==> src/rtl/ibex_rf_cache_pkg.sv <==
// Shared types for the register-file cache fill controller and its LRU tracker.
package ibex_rf_cache_pkg;

    localparam int unsigned CacheLenDef = 4;

    typedef logic [$clog2(CacheLenDef)-1:0] way_idx_t;

    typedef enum logic [1:0] {
        IDLE,
        REQ,
        WAIT,
        FILL
    } fill_state_e;

endpackage

==> src/rtl/ibex_rf_cache_lru.sv <==
// Age-based LRU tracker: up to three touches per cycle and an excluded-way victim pick.
module ibex_rf_cache_lru
    import ibex_rf_cache_pkg::*;
#(
    parameter  int unsigned CacheLen = CacheLenDef,
    localparam int unsigned WayW     = $clog2(CacheLen)
) (
    input  logic                clk_i,
    input  logic                rst_i,
    input  logic [CacheLen-1:0] valid_i,
    input  logic                touch_a_i,
    input  logic [WayW-1:0]     touch_a_way_i,
    input  logic                touch_b_i,
    input  logic [WayW-1:0]     touch_b_way_i,
    input  logic                touch_w_i,
    input  logic [WayW-1:0]     touch_w_way_i,
    input  logic [CacheLen-1:0] excl_i,
    output logic [WayW-1:0]     victim_o
);

    typedef logic [CacheLen-1:0][WayW-1:0] ages_t;

    ages_t         age_q, age_d;
    logic [WayW:0] pick_masked, pick_any;

    // Touching an invalid way (allocation) ages every valid way, keeping ages a permutation.
    function automatic ages_t touch(input ages_t ages, input logic [CacheLen-1:0] valid,
                                    input logic [WayW-1:0] way);
        touch = ages;
        for (int i = 0; i < int'(CacheLen); i++) begin
            if (valid[i] && (i != int'(way)) && (!valid[way] || (ages[i] < ages[way]))) begin
                touch[i] = ages[i] + 1'b1;
            end
        end
        touch[way] = '0;
    endfunction

    function automatic logic [WayW:0] pick(input ages_t ages, input logic [CacheLen-1:0] valid,
                                           input logic [CacheLen-1:0] ok);
        logic            found_inv, found_old;
        logic [WayW-1:0] w_inv, w_old, best;
        found_inv = 1'b0;
        found_old = 1'b0;
        w_inv     = '0;
        w_old     = '0;
        best      = '0;
        for (int i = int'(CacheLen) - 1; i >= 0; i--) begin
            if (ok[i] && !valid[i]) begin
                found_inv = 1'b1;
                w_inv     = WayW'(i);
            end
        end
        for (int i = 0; i < int'(CacheLen); i++) begin
            if (ok[i] && valid[i] && (!found_old || (ages[i] > best))) begin
                found_old = 1'b1;
                best      = ages[i];
                w_old     = WayW'(i);
            end
        end
        pick = {found_inv | found_old, found_inv ? w_inv : w_old};
    endfunction

    assign pick_masked = pick(age_q, valid_i, ~excl_i);
    assign pick_any    = pick(age_q, valid_i, '1);
    assign victim_o    = pick_masked[WayW] ? pick_masked[WayW-1:0] : pick_any[WayW-1:0];

    // Most recent access is applied last so it ends up youngest.
    always_comb begin
        age_d = age_q;
        if (touch_b_i) age_d = touch(age_d, valid_i, touch_b_way_i);
        if (touch_a_i) age_d = touch(age_d, valid_i, touch_a_way_i);
        if (touch_w_i) age_d = touch(age_d, valid_i, touch_w_way_i);
    end

    always_ff @(posedge clk_i) begin
        if (rst_i) begin
            age_q <= '0;
        end else begin
            age_q <= age_d;
        end
    end

endmodule

==> src/rtl/ibex_rf_cache_fill_ctrl.sv <==
// Register-file cache miss/fill controller: tags, valids, hit flags, refill FSM and
// write-allocate arbitration of the single data-array write port.
module ibex_rf_cache_fill_ctrl
    import ibex_rf_cache_pkg::*;
#(
    parameter  int unsigned CacheLen  = CacheLenDef,
    parameter  int unsigned DataWidth = 32,
    parameter  int unsigned AddrWidth = 5,
    localparam int unsigned WayW      = $clog2(CacheLen)
) (
    input  logic                 clk_i,
    input  logic                 rst_i,
    input  logic                 rd_a_req_i,
    input  logic [AddrWidth-1:0] rd_a_addr_i,
    input  logic                 rd_b_req_i,
    input  logic [AddrWidth-1:0] rd_b_addr_i,
    input  logic                 wr_req_i,
    input  logic [AddrWidth-1:0] wr_addr_i,
    input  logic [DataWidth-1:0] wr_data_i,
    output logic                 hit_a_o,
    output logic [WayW-1:0]      way_a_o,
    output logic                 hit_b_o,
    output logic [WayW-1:0]      way_b_o,
    output logic                 stall_o,
    output logic                 rf_req_o,
    output logic [AddrWidth-1:0] rf_addr_o,
    input  logic                 rf_gnt_i,
    input  logic                 rf_rvalid_i,
    input  logic [DataWidth-1:0] rf_rdata_i,
    output logic                 fill_we_o,
    output logic [WayW-1:0]      fill_way_o,
    output logic [DataWidth-1:0] fill_data_o
);

    fill_state_e                        state_q, state_d;
    logic [CacheLen-1:0]                valid_q, valid_d;
    logic [CacheLen-1:0][AddrWidth-1:0] tag_q, tag_d;
    logic [AddrWidth-1:0]               addr_q, addr_d;
    logic [DataWidth-1:0]               data_q, data_d;
    logic                               squash_q, squash_d;

    logic [WayW:0]       lk_a, lk_b, lk_w;
    logic                match_a, match_b, miss_a, miss_b;
    logic                wr_act, wr_alloc, squash_hit;
    logic [WayW-1:0]     victim, wr_way;
    logic [CacheLen-1:0] excl;

    function automatic logic [WayW:0] lookup(input logic [AddrWidth-1:0] addr,
                                             input logic [CacheLen-1:0] valid,
                                             input logic [CacheLen-1:0][AddrWidth-1:0] tag);
        lookup = '0;
        for (int i = int'(CacheLen) - 1; i >= 0; i--) begin
            if (valid[i] && (tag[i] == addr)) lookup = {1'b1, WayW'(i)};
        end
    endfunction

    assign lk_a = lookup(rd_a_addr_i, valid_q, tag_q);
    assign lk_b = lookup(rd_b_addr_i, valid_q, tag_q);
    assign lk_w = lookup(wr_addr_i, valid_q, tag_q);

    // x0 is never tagged, so it reports a hit without a way.
    assign match_a = rd_a_req_i & lk_a[WayW];
    assign match_b = rd_b_req_i & lk_b[WayW];
    assign hit_a_o = rd_a_req_i & ((rd_a_addr_i == '0) | lk_a[WayW]);
    assign hit_b_o = rd_b_req_i & ((rd_b_addr_i == '0) | lk_b[WayW]);
    assign way_a_o = match_a ? lk_a[WayW-1:0] : '0;
    assign way_b_o = match_b ? lk_b[WayW-1:0] : '0;
    assign miss_a  = rd_a_req_i & ~hit_a_o;
    assign miss_b  = rd_b_req_i & ~hit_b_o;

    assign wr_act     = wr_req_i & (wr_addr_i != '0);
    assign wr_alloc   = wr_act & ~lk_w[WayW];
    assign wr_way     = lk_w[WayW] ? lk_w[WayW-1:0] : victim;
    assign squash_hit = wr_act & (wr_addr_i == addr_q);

    assign stall_o   = miss_a | miss_b | (state_q != IDLE);
    assign rf_req_o  = (state_q == REQ);
    assign rf_addr_o = rf_req_o ? addr_q : '0;

    always_comb begin
        excl = '0;
        if (match_a) excl[lk_a[WayW-1:0]] = 1'b1;
        if (match_b) excl[lk_b[WayW-1:0]] = 1'b1;
    end

    ibex_rf_cache_lru #(
        .CacheLen(CacheLen)
    ) u_lru (
        .clk_i        (clk_i),
        .rst_i        (rst_i),
        .valid_i      (valid_q),
        .touch_a_i    (match_a),
        .touch_a_way_i(lk_a[WayW-1:0]),
        .touch_b_i    (match_b),
        .touch_b_way_i(lk_b[WayW-1:0]),
        .touch_w_i    (fill_we_o),
        .touch_w_way_i(fill_way_o),
        .excl_i       (excl),
        .victim_o     (victim)
    );

    always_comb begin
        state_d     = state_q;
        valid_d     = valid_q;
        tag_d       = tag_q;
        addr_d      = addr_q;
        data_d      = data_q;
        squash_d    = squash_q;
        fill_we_o   = 1'b0;
        fill_way_o  = '0;
        fill_data_o = '0;
        if (wr_act) begin
            fill_we_o       = 1'b1;
            fill_way_o      = wr_way;
            fill_data_o     = wr_data_i;
            valid_d[wr_way] = 1'b1;
            tag_d[wr_way]   = wr_addr_i;
        end
        case (state_q)
            IDLE: begin
                squash_d = 1'b0;
                if (!wr_alloc && (miss_a || miss_b)) begin
                    state_d = REQ;
                    addr_d  = miss_a ? rd_a_addr_i : rd_b_addr_i;
                end
            end
            REQ: begin
                if (squash_hit) squash_d = 1'b1;
                if (rf_gnt_i)   state_d  = WAIT;
            end
            WAIT: begin
                if (squash_hit) squash_d = 1'b1;
                if (rf_rvalid_i) begin
                    data_d  = rf_rdata_i;
                    state_d = (squash_q || squash_hit) ? IDLE : FILL;
                end
            end
            FILL: begin
                // data_q holds the refill while a concurrent write owns the port.
                if (squash_hit) begin
                    state_d = IDLE;
                end else if (!wr_act) begin
                    fill_we_o       = 1'b1;
                    fill_way_o      = victim;
                    fill_data_o     = data_q;
                    valid_d[victim] = 1'b1;
                    tag_d[victim]   = addr_q;
                    state_d         = IDLE;
                end
            end
            default: state_d = IDLE;
        endcase
    end

    always_ff @(posedge clk_i) begin
        if (rst_i) begin
            state_q  <= IDLE;
            valid_q  <= '0;
            squash_q <= 1'b0;
        end else begin
            state_q  <= state_d;
            valid_q  <= valid_d;
            squash_q <= squash_d;
        end
    end

    always_ff @(posedge clk_i) begin
        tag_q  <= tag_d;
        addr_q <= addr_d;
        data_q <= data_d;
    end

endmodule
==> config.mk <==
export PLATFORM = sky130hd
export DESIGN_NAME = ibex_rf_cache_fill_ctrl
export DESIGN_NICKNAME = d
export VERILOG_FILES = /design/src/rtl/ibex_rf_cache_pkg.sv /design/src/rtl/ibex_rf_cache_lru.sv /design/src/rtl/ibex_rf_cache_fill_ctrl.sv
export SDC_FILE = /design/constraint.sdc
export NUM_CORES = 1
export LEC_CHECK = 0
export BUFFER_PORTS_ARGS = -buffer_cell sky130_fd_sc_hd__buf_4
export CAP_MARGIN = 15
export CORE_ASPECT_RATIO = 0.5
export CORE_MARGIN = 5
export CORE_UTILIZATION = 61
export DETAILED_ROUTE_END_ITERATION = 6
export GPL_TIMING_DRIVEN = 0
export HOLD_SLACK_MARGIN = 0.08
export MAX_ROUTING_LAYER = met4
export PLACE_DENSITY = 0.87
export SLEW_MARGIN = 20
export SYNTH_ARGS = -nofsm -noshare
export SYNTH_HDL_FRONTEND = slang
export SYNTH_HIERARCHICAL = 1
export SYNTH_SLANG_ARGS = --single-unit
export TNS_END_PERCENT = 100
==> constraint.sdc <==
create_clock -name clk_i -period 11.2 [get_ports clk_i]
set_clock_uncertainty 0.05 [all_clocks]
set_input_delay 1.68 -clock clk_i [delete_from_list [all_inputs] [get_ports clk_i]]
set_output_delay 1.68 -clock clk_i [all_outputs]
set_load 0.1 [all_outputs]
==> impl_metrics.yaml <==
status:
  status: "finished, final reports clean"
clocking:
  clk_transition_reported_paths_ps: 60
  numCtsBuffers: 9
  cts-root-buf: "clkbuf_16"
  clock-sinks: 72
  cts_resized: 0
  clock_latency_ps: 330
  ctsHoldBuffers: 0
  h-tree-depth: 3
  clockBufferDepth: 2
  post_cts_buffers: 0
  cts_tree: "done"
place:
  place.gp.congestion: 0.944
  io_buffers: 119
  dpl-instance-area_um2: 7710
  hpwl_mm: 15.3
  dp_cells: 1075
critical_path:
  critical_path_class: "in -> out"
  slowest_stage: "nor3_1"
  crit_buf_inv: 5
  start_kind: "primary input"
  r2r_slack_ps: 2900
  crit_path_frequent_cell: "o21ai_0"
  crit_family: "compound AO/OA/AOI/OAI gates"
  path_max_fanout: 6
  cp-end-kind: "output pin"
  slowest_delay_ps: 610
  critPathRequiredTime_ps: 9470
  cp.arrival_ps: 8230
die:
  io_pins: 134
  die_y_um: 83.8
  die_area_um2: 13200
  die_w_um: 158
  initial_utilization: 0.638
  core_um2: 10400
  rows: 26
logic_synthesis:
  netlist_instances: 816
  netlist.area_leader.share: 0.167
  synthAdderAreaFrac: 0.0377
  synthDistinctLibCells: 94
  ys_warn_count: 6
  synth_edf_count: 37
  async_flop_share: 0
  syn-cell-area_um2: 6640
  yosys-top-cells-area: "edfxtp_1 (17%), dfxtp_1 (11%), nand2_1 (7.1%)"
  synth-seq-area-share: 0.273
  synthXorXnorAreaFrac: 0.0870
  synth-seq-cells: 72
  post_synth_mux_area_share: 0.0699
  syn_nets: 922
  synth-main-ff-cell: "edfxtp_1"
  synthSimpleGateAreaFrac: 0.271
  avgSynthCellArea_um2: 8.14
  yosys.area.top_type: "edfxtp_1"
  synth_compound_area_frac: 0.202
  synth_top_family_by_area: "simple AND/OR/NAND/NOR gates"
grt:
  grt_max_degree: 33
  grt_pass1_wl_mm: 32.6
  antenna_found_initial: 0
  overflow: 0
  grtUsageTotal: 0.310
  grt_pass1_vias: 6693
finish:
  drive_above_1_share: 0.221
  nNetsFinal: 1052
  multi_input_area_um2: 4440
  fill_cells: 736
  fin_cells: 1091
  final-seq-area_um2: 1810
  area_growth_pct: 20.5
  final_area_um2: 8000
  diodes: 0
timing:
  worst_hold_slack_ps: 440
  period_share: 0.890
  setup_viol: 0
  period_needed_ps: 9960
  hold_violations: 0
  slew_headroom: 0.465
  worst_pin_slew_ps: 796
  max_freq_ghz: 0.100
  rsz0062_at_grt: "no"
  maxSlewViolCount: 0
  fin_tns_setup_ps: 0
min_path:
  hold_class: "reg -> reg"
route:
  drc: 0
  detail-route-antenna-nets: 0
  routed_wl_mm: 20.1
  vias_per_cell: 6.28
  routedWlPerCell_um: 18.4
  dr_total_vias: 6851
  firstDrtPassIters: 5
  drt_iter0_markers: 793
pwr:
  vdd_ir_drop_max_mv: 0.130
  p_total_mw: 1.12
  leakage_nw: 3.32
  powerDensity_nw_per_um2: 140
flow_run:
  drv_cap: 0
[placed cells by master (no fill, tap or decap), types with 16 or more instances in the layout]
cell	n
nand3_1	43
edfxtp_1	37
xor2_1	38
inv_1	32
xnor2_1	28
buf_2	23
o21ai_0	31
a21oi_1	31
dfxtp_1	35
nand2_1	125
clkbuf_1	24
ha_1	20
and2_1	16
nor3_1	26
nor2_1	47
mux2i_1	27
and3_1	16
buf_4	121
[cells in the mapped netlist, types with 6 or more instances]
library cell and instances:
a21oi_1 31, a31oi_1 6, and2_1 17, and3_1 16, buf_2 23, clkbuf_1 23, dfxtp_1 35, edfxtp_1 37
ha_1 20, inv_1 32, mux2_2 8, mux2i_1 27, nand2_1 125, nand2b_1 12, nand3_1 43, nand4_1 8
nor2_1 47, nor2b_1 14, nor3_1 26, nor4_1 12, o211ai_1 6, o21ai_0 31, o21ai_1 10, o21ai_2 6
o22ai_1 8, o31ai_1 6, xnor2_1 28, xor2_1 38
[logic make-up (layout without fill, tap and decap cells)]
group / count (synthesis) / count (layout)
mux: 40 / 40
buf+inv: 88 / 223
fa+ha+maj: 20 / 20
flops: 72 / 72
compound gates: 181 / 181
simple gates: 349 / 349
xor+xnor: 66 / 66
[metrics by stage]
step / utilization / worst slack [ps]
floorplan: - / 453
global placement: 0.741 / 1680
detailed placement: 0.741 / 1450
CTS: 0.769 / 1430
global route: 0.769 / 800
finish: 0.769 / 1240
[metal layers]
layer  wire length (um)  track usage  part of all wire  vias up
met5                  0            -                 0        -
met4                645        0.106             0.032        0
met3               1940       0.0720             0.096       75
met2               9530        0.504              0.47      403
met1               8000        0.380              0.40     3150
li1                   -            -                 -     3223
[path summary, 6_finish.rpt]
| path | startpoint | endpoint | cells past startpoint |
|---|---|---|---|
| setup reg to reg | tag_q[15]$_DFF_P_ | u_lru/age_q[4]$_SDFF_PP0_ | 37 |
| hold / removal | squash_q$_SDFFE_PP0P_ | squash_q$_SDFFE_PP0P_ | 2 |
| hold reg to reg | squash_q$_SDFFE_PP0P_ | squash_q$_SDFFE_PP0P_ | 2 |
| setup / recovery | rd_b_addr_i[0] | fill_way_o[1] | 28 |
[cell type report]
type                    instances  area share
flip-flops and latches         72       0.226
inverters                      32      0.0150
clock buffers                  10      0.0286
repair buffers                119       0.112
plain buffers                  56      0.0346
clock inverters                 6     0.00751
well taps                     140      0.0219
multi-input cells             656       0.554
[worst reg2reg max path, delay by kind of cell (launching register included)]
kind | cells | cell delay [ps]
AOI/OAI and AO/OA | 17 | 3310
buffers and inverters | 3 | 480
muxes | 1 | 390
DFF | 1 | 360
xor gates and xnor gates | 1 | 190
adders and majority gates | 2 | 570
and+or+nand+nor | 13 | 2850
[flip-flops by register name (all words and copies together), names as in the netlist]
| name | flops |
|---|---|
| data_q | 32 |
| tag_q | 20 |
| u_lru/age_q | 8 |
| addr_q | 5 |
| valid_q | 4 |
| state_q | 2 |
| squash_q | 1 |
[report_power, final]
group          leakage (nW)  total [mW]  switching, mW  internal (mW)
clock                 0.142       0.281          0.110          0.171
combinational          2.55       0.454          0.298          0.156
sequential            0.624       0.385         0.0593          0.326
No activity file was read; power rests on OpenSTA's default activity.
